--- src/rtl/shift_sequencer_pkg.sv ---
// Shared definitions for the shift sequencer: function codes, data width and FSM states.
package shift_sequencer_pkg;

  localparam int DATA_W = 8;

  localparam logic [1:0] SHL_FN = 2'b00;
  localparam logic [1:0] SHR_FN = 2'b01;
  localparam logic [1:0] ROL_FN = 2'b10;
  localparam logic [1:0] ROR_FN = 2'b11;

  typedef enum logic [2:0] {
    ST_IDLE    = 3'd0,
    ST_SETUP   = 3'd1,
    ST_FIRE    = 3'd2,
    ST_SETTLE  = 3'd3,
    ST_CAPTURE = 3'd4,
    ST_WB      = 3'd5
  } seq_state_e;

endpackage

--- src/rtl/shift_sequencer_expect.sv ---
// Combinational expected-value model of the shifter: result and carry for (fn, count, data).
module shift_expect
  import shift_sequencer_pkg::*;
(
  input  logic [1:0]        fn_i,
  input  logic [2:0]        count_i,
  input  logic [DATA_W-1:0] data_i,
  output logic [DATA_W-1:0] exp_result_o,
  output logic              exp_c_o
);

  logic [DATA_W:0]   shl_w;
  logic [DATA_W:0]   shr_w;
  logic [3:0]        back_amt;
  logic [DATA_W-1:0] rol_w;
  logic [DATA_W-1:0] ror_w;

  // The extra bit beside the operand catches the last bit shifted out; it stays 0 for count 0.
  assign shl_w    = {1'b0, data_i} << count_i;
  assign shr_w    = {data_i, 1'b0} >> count_i;
  assign back_amt = 4'd8 - {1'b0, count_i};
  assign rol_w    = (data_i << count_i) | (data_i >> back_amt);
  assign ror_w    = (data_i >> count_i) | (data_i << back_amt);

  always_comb begin
    exp_result_o = data_i;
    exp_c_o      = 1'b0;
    case (fn_i)
      SHL_FN: begin
        exp_result_o = shl_w[DATA_W-1:0];
        exp_c_o      = shl_w[DATA_W];
      end
      SHR_FN: begin
        exp_result_o = shr_w[DATA_W:1];
        exp_c_o      = shr_w[0];
      end
      ROL_FN:  exp_result_o = rol_w;
      ROR_FN:  exp_result_o = ror_w;
      default: exp_result_o = data_i;
    endcase
  end

endmodule

--- src/rtl/shift_sequencer.sv ---
// Initiator for the combinational shift unit: sets up operands, fires shift_enable,
// waits a settle window, captures the answer and issues a one-cycle writeback.
module shift_sequencer
  import shift_sequencer_pkg::*;
#(
  parameter int SETTLE_CYCLES = 1,
  parameter int DST_W         = 3
) (
  input  logic              clk,
  input  logic              rst,
  input  logic              req_valid,
  output logic              req_ready,
  input  logic [1:0]        req_fn,
  input  logic [2:0]        req_count,
  input  logic [DATA_W-1:0] req_data,
  input  logic [DST_W-1:0]  req_dst,
  output logic [DATA_W-1:0] shift_data,
  output logic [1:0]        shift_opcode,
  output logic [2:0]        shift_count,
  output logic              shift_enable,
  input  logic [DATA_W-1:0] shift_result,
  input  logic              shift_c,
  output logic              wb_en,
  output logic [DST_W-1:0]  wb_addr,
  output logic [DATA_W-1:0] wb_data,
  output logic              flag_we,
  output logic              flag_z,
  output logic              flag_c,
  output logic              busy,
  output logic              chk_err
);

  localparam logic [2:0] SETTLE_LOAD = 3'(SETTLE_CYCLES - 1);

  seq_state_e        state_q;
  logic [2:0]        cnt_q;
  logic [DATA_W-1:0] shift_data_q;
  logic [1:0]        shift_opcode_q;
  logic [2:0]        shift_count_q;
  logic              shift_enable_q;
  logic [DST_W-1:0]  dst_q;
  logic              wb_en_q;
  logic [DST_W-1:0]  wb_addr_q;
  logic [DATA_W-1:0] wb_data_q;
  logic              flag_we_q;
  logic              flag_z_q;
  logic              flag_c_q;
  logic              chk_err_q;

  logic [DATA_W-1:0] exp_result;
  logic              exp_c;
  logic              chk_err_d;

  // The operand registers driving the shifter double as the latched request.
  shift_expect u_expect (
    .fn_i         (shift_opcode_q),
    .count_i      (shift_count_q),
    .data_i       (shift_data_q),
    .exp_result_o (exp_result),
    .exp_c_o      (exp_c)
  );

  assign chk_err_d = (shift_result != exp_result) || (shift_c != exp_c);

  always_ff @(posedge clk) begin
    if (rst) begin
      state_q        <= ST_IDLE;
      cnt_q          <= '0;
      shift_data_q   <= '0;
      shift_opcode_q <= '0;
      shift_count_q  <= '0;
      shift_enable_q <= 1'b0;
      dst_q          <= '0;
      wb_en_q        <= 1'b0;
      wb_addr_q      <= '0;
      wb_data_q      <= '0;
      flag_we_q      <= 1'b0;
      flag_z_q       <= 1'b0;
      flag_c_q       <= 1'b0;
      chk_err_q      <= 1'b0;
    end else begin
      wb_en_q   <= 1'b0;
      flag_we_q <= 1'b0;
      chk_err_q <= 1'b0;
      case (state_q)
        ST_IDLE: begin
          if (req_valid) begin
            shift_data_q   <= req_data;
            shift_opcode_q <= req_fn;
            shift_count_q  <= req_count;
            dst_q          <= req_dst;
            state_q        <= ST_SETUP;
          end
        end
        ST_SETUP: begin
          shift_enable_q <= 1'b1;
          cnt_q          <= SETTLE_LOAD;
          state_q        <= ST_FIRE;
        end
        // FIRE counts as the first settle cycle, so SETTLE lasts SETTLE_CYCLES-1 cycles.
        ST_FIRE, ST_SETTLE: begin
          if (cnt_q == 3'd0) begin
            state_q <= ST_CAPTURE;
          end else begin
            cnt_q   <= cnt_q - 3'd1;
            state_q <= ST_SETTLE;
          end
        end
        ST_CAPTURE: begin
          shift_enable_q <= 1'b0;
          wb_en_q        <= 1'b1;
          flag_we_q      <= 1'b1;
          wb_addr_q      <= dst_q;
          wb_data_q      <= shift_result;
          flag_z_q       <= (shift_result == '0);
          flag_c_q       <= shift_c;
          chk_err_q      <= chk_err_d;
          state_q        <= ST_WB;
        end
        ST_WB: begin
          shift_data_q   <= '0;
          shift_opcode_q <= '0;
          shift_count_q  <= '0;
          state_q        <= ST_IDLE;
        end
        default: state_q <= ST_IDLE;
      endcase
    end
  end

  assign req_ready    = (state_q == ST_IDLE);
  assign busy         = ~req_ready;
  assign shift_data   = shift_data_q;
  assign shift_opcode = shift_opcode_q;
  assign shift_count  = shift_count_q;
  assign shift_enable = shift_enable_q;
  assign wb_en        = wb_en_q;
  assign wb_addr      = wb_addr_q;
  assign wb_data      = wb_data_q;
  assign flag_we      = flag_we_q;
  assign flag_z       = flag_z_q;
  assign flag_c       = flag_c_q;
  assign chk_err      = chk_err_q;

endmodule
--- config.mk ---
export PLATFORM = sky130hd
export DESIGN_NAME = shift_sequencer
export DESIGN_NICKNAME = d
export VERILOG_FILES = /design/src/rtl/shift_sequencer_pkg.sv /design/src/rtl/shift_sequencer_expect.sv /design/src/rtl/shift_sequencer.sv
export SDC_FILE = /design/constraint.sdc
export NUM_CORES = 1
export LEC_CHECK = 0
export CORE_MARGIN = 1.5
export CORE_UTILIZATION = 45
export DETAILED_ROUTE_END_ITERATION = 7
export GPL_TIMING_DRIVEN = 0
export PLACE_DENSITY = 0.73
export SYNTH_ARGS = -nofsm -noshare
export SYNTH_HDL_FRONTEND = slang
export SYNTH_SLANG_ARGS = --single-unit
--- constraint.sdc ---
create_clock -name clk -period 4.5 [get_ports clk]
set_clock_uncertainty 0.15 [all_clocks]
set_input_delay 0.45 -clock clk [delete_from_list [all_inputs] [get_ports clk]]
set_output_delay 0.45 -clock clk [all_outputs]
set_load 0.005 [all_outputs]
Yosys cells after proc, flatten, opt, wreduce, memory -nomap -nowiden. Cells that the tools add are included.

Bits of input ports: 28. Word-level logic and storage cells: 65. Register bits after elaboration: 38.

Shift operators: 6. $add $sub $neg: 2. Equality and inequality tests: 12. Reduce and logical (&&, ||, !) cells: 13. Bitwise logic cells: 4. Multiplexer cells: 15.

Operator list (count): one-hot mux 8 bit (4 select lines) (1); bitwise OR 8 bit (2); one-hot mux 8 bit (2 select lines) (1); two-way mux 3 bit (4); one-hot mux 3 bit (2 select lines) (2); one-hot mux 3 bit (4 select lines) (1); << shifter 8 x 3 -> 9 bit (1); right shift 9 x 3 -> 9 bit (1); logical NOT 8 bit (1); two-way mux 8 bit (1); != test 8 bit (1); << shifter 8 x 3 -> 8 bit (1); << shifter 8 x 4 -> 8 bit (1); right shift 8 x 3 -> 8 bit (1); right shift 8 x 4 -> 8 bit (1); equality test 3 x 2 -> 1 bit (second input constant) (2); equality test 3 bit (second input constant) (2); logical NOT 3 bit (2); AND reduction 2 bit (3); nonzero test 2 bit (3); equality test 2 bit (second input constant) (2); != test 2 bit (second input constant) (2); one-hot mux 1 bit (2 select lines) (2); one-hot mux 2 bit (2 select lines) (1); other kinds (11) (13).

Longest topological paths before layout.
Word-level depth: 6. Mapped depth: 13. Mapped depth without buffers: 9.

By module. From an unflattened synthesis, not the netlist that was laid out.

Cell total of the unflattened synthesis: 352. Area, all modules: 2939.1 µm².

By module, submodules not included: shift_sequencer (times used 1, area each 1587.8 µm², cells an instance 161); shift_expect (times used 1, area each 1351.3 µm², cells an instance 191).

Least setup slack after synthesis. No wires, ideal clock.

Path kind: register to register. Start: register shift_count_q[1] (netlist: shift_count[1]). End: register chk_err_q (netlist: chk_err). Setup time: 134 ps. Path slack: 1659 ps. Clock period less this slack: 2841 ps. Stages on the path, launching flop included: 12. Arrival: 2557 ps. Path buffers: 3. Path through: dfxtp_1 -> buf_2 -> buf_2 -> inv_1 -> ha_1 -> buf_2 -> mux4_2 -> o211ai_2 -> o41ai_1 -> or3_1 -> a2111oi_2 -> a311oi_1.

Cells in the longest elaborated chain, start to end: 6.

Ends and longest elaborated chain: from (decl) (line shift_sequencer.sv:39) `logic [2:0] shift_count_q;`; from (signal assigned) (line shift_sequencer.sv:90) `shift_count_q <= req_count;`; subtractor 4 x 3 -> 4 bit (line shift_sequencer_expect.sv:21) `assign back_amt = 4'd8 - {1'b0, count_i};`; << shifter 8 x 4 -> 8 bit or right shift 8 x 4 -> 8 bit (tied branches) (line shift_sequencer_expect.sv:23, shift_sequencer_expect.sv:22); bitwise OR 8 bit, on equally long branches (line shift_sequencer_expect.sv:23, shift_sequencer_expect.sv:22); one-hot mux 8 bit (4 select lines) (line shift_sequencer_expect.sv:28) `case (fn_i)`; != test 8 bit (line shift_sequencer.sv:63) `assign chk_err_d = (shift_result != exp_result) || (shift_c != exp_c);`; logical OR 1 bit * (line shift_sequencer.sv:63); to (signal assigned) (line shift_sequencer.sv:117) `chk_err_q <= chk_err_d;`; to (decl) (line shift_sequencer.sv:48) `logic chk_err_q;`.

Mark *: on every way between the ends. The rest lies on a longest branch, timed or not. A chain may end at the register's enable or synchronous reset.

Final worst setup path. Same ends and word-level chain as after synthesis.

==> metrics.txt <==
run status complete, no violations; largest cells by area after synthesis dfxtp_1 29%, nand2_1 10%, a21oi_1 8.1%; drt drc 0; area leader, netlist dfxtp_1; full die area between 0.006 and 0.007 mm²; Lkg Pwr between 1 and 1.5 nW; largest net degree at the start of global routing 13; IO Pins 60; clock sink count 38; Worst VDD drop 220 µV; Slew @ Worst Pin approximately 0.62 ns; total global-route track usage 0.257; CTS tree built; Initial Util 0.476; via/cell ratio ~5.9; Site Rows 27; Seq/Total Area, Yosys 0.285; GPL Wtd Cong between 0.9 and 1; r2r endpoint chk_err$_SDFF_PP0_; fin crit period between 3 and 4 ns; Post-synth EDFFs 0; max-cap viol count 0; initial antenna violation count 0; drt total wl 7.92 mm; vias in the first global route ~2600; clock root cell clkbuf_8; CP max-delay cell dfxtp_1; mean routed wirelength per cell approximately 16 µm; hold_buf cts 0; Inserted Clock Buffers 5; Congestion Overflow GR 0; fraction of layout cells with a size suffix above 1 0.0951; post-synth top area share 0.285; Worst path max stage delay roughly 0.33 ns; Setup Fix Bufs, Post-CTS 0; Hold EP wb_addr[2]$_SDFFE_PP0P_; worst-skew pair later-pin latency 0.30 ns; Rel. slew slack 0.578; post-route ant nets 0; #FFs+latches synth 38; Final Net Count 440; FMAX around 290 MHz; CP Launch Type flip-flop; Mapped Nets about 380; Pwr Density 348 mW/mm²; crit-path cells buf_2, buf_2, inv_1, ha_1, buf_2, clkinv_1, a31o_1, a222oi_1, o31ai_1, xor2_1, a2111oi_2, a311oi_1; Slew Viols, Final 0; H-tree Lvls 2; Area Overhead vs Synth 28.7%; Crit. path cell count 12; router iterations before antenna repair 8; class of the worst hold path flip-flop to flip-flop; most common cell type on the critical path buf_2; final setup fails 0; ys async rst share 0; Synth Cell Area between 0.002 and 0.003 mm²; Final Cycle Share 0.764; reg2reg setup slack around 1.1 ns; via count between 2000 and 3000; RR Startpoint shift_count[1]$_SDFFE_PP0P_; final-report hold violation count 0; CTS clk-pin slew, worst paths approximately 0.08 ns; Yosys cell types between 50 and 60; WP buf/inv 5; Top FF cell, synth dfxtp_1; Iteration-0 DRC Markers approximately 230; Avg Inst Size Synth between 7 and 8 µm²; Worst R2R Path Depth 12; setup tns final 0 ns; critical path type flip-flop to flip-flop; Clock Path Buffers 2; hold path depth 2; first-pass GRT wire length ~13 mm; die height ~80 µm; antenna cells 0; Synth Warn # 0; critical path's top delay family compound AO/OA/AOI/OAI gates; post_cts resized 0; Syn Inst Count between 300 and 400; PortBufs 58; CP startpoint shift_count[1]$_SDFFE_PP0P_; post-DP HPWL between 5 and 6 mm; RSZ-0062 raised after global routing false; Critical Path AT 3.46 ns; most numerous cell in the Yosys netlist nand2_1; top cells by count, synth 72 x nand2_1, 43 x a21oi_1, 38 x dfxtp_1, 18 x nor2_1, 16 x mux2i_1; Finished Core Util 0.612; Core Box Area 0.00561 mm²; hold_sp dst_q[2]$_SDFFE_PP0P_; CP max FO 10; CP Capture Type flip-flop; Die Wd approximately 80 µm; worst path required time between 4 and 5 ns
tightest hold or removal path, cell delays in order (launching register included):
cell and delay (ns):
dfxtp_1 0.31, nand2_1 0.05, a21oi_1 0.05
how the worst max path moves through the flow:
stage                              end
floorplan           chk_err$_SDFF_PP0_
global placement    chk_err$_SDFF_PP0_
detailed placement  chk_err$_SDFF_PP0_
CTS                 chk_err$_SDFF_PP0_
global route        chk_err$_SDFF_PP0_
finish              chk_err$_SDFF_PP0_
power by group:
group	internal [mW]	total [mW]	switching [mW]
clock	0.123	0.248	0.125
combinational	0.239	0.537	0.299
sequential	0.374	0.410	0.0367
final cells by class:
type / instances / area (µm²)
sequential: 38 / 761
fill: 560 / 2170
timing repair buffer: 58 / 581
buffer: 31 / 165
multi-input combinational: 268 / 1720
inverter: 7 / 26.3
tap: 72 / 90.1
clock buffer: 6 / 82.6
clock inverter: 2 / 12.5
cell usage in the layout, fill, tap and decap left out, drive strengths merged, types with 3 or more instances in the layout:
cell type / count
buf: 17
o21ai: 10
clkbuf: 20
clkdlybuf4s50: 58
mux2i: 17
a211oi: 8
nor2: 18
nand3: 5
xnor2: 3
nand2: 72
mux4: 5
nand2b: 7
dfxtp: 38
a32oi: 3
or3: 3
o211ai: 6
xor2: 7
o31ai: 4
nor3: 7
a21oi: 43
nand3b: 3
mux2: 4
o22ai: 3
inv: 6
nor2b: 8
nor4: 3
ha: 3
cell families after synthesis:
group / count (synthesis) / share of synthesized area
xor+xnor: 10 / 0.0356
compound gates: 96 / 0.240
fa+ha+maj: 3 / 0.0141
buf+inv: 38 / 0.0717
flops: 38 / 0.285
mux: 26 / 0.128
simple gates: 133 / 0.226
flip-flops by register name, summed over array words and instances (netlist names):
| register | count |
|---|---|
| shift_data | 8 |
| wb_data | 8 |
| cnt_q | 3 |
| dst_q | 3 |
| shift_count | 3 |
| state_q | 3 |
| wb_addr | 3 |
| shift_opcode | 2 |
| chk_err | 1 |
| flag_c | 1 |
| flag_we | 1 |
| flag_z | 1 |
| shift_enable | 1 |
routing by layer:
layer  up-vias  track usage  share of wire
met2       121        0.409           0.47
met3        26       0.0434          0.061
li1       1361            -              -
met4         0        0.105          0.029
met5         -            0              0
met1      1330        0.341           0.44
metrics by stage:
stage                     setup slack (ns)  instance area (µm²)  hold WS, ns  std cells  total power, mW
after CTS                             1.10                 3430        0.299        482             1.19
after global routing                 0.911                 3430        0.322        482             1.27
after floorplan                       1.66                 2670        0.282        344            0.760
final                                 1.06                 3430        0.299        482             1.20
after detailed placement              1.11                 3340        0.299        474            0.945
after global placement                1.11                 3340        0.293        474            0.938
Power figures use the tool's default switching activity.
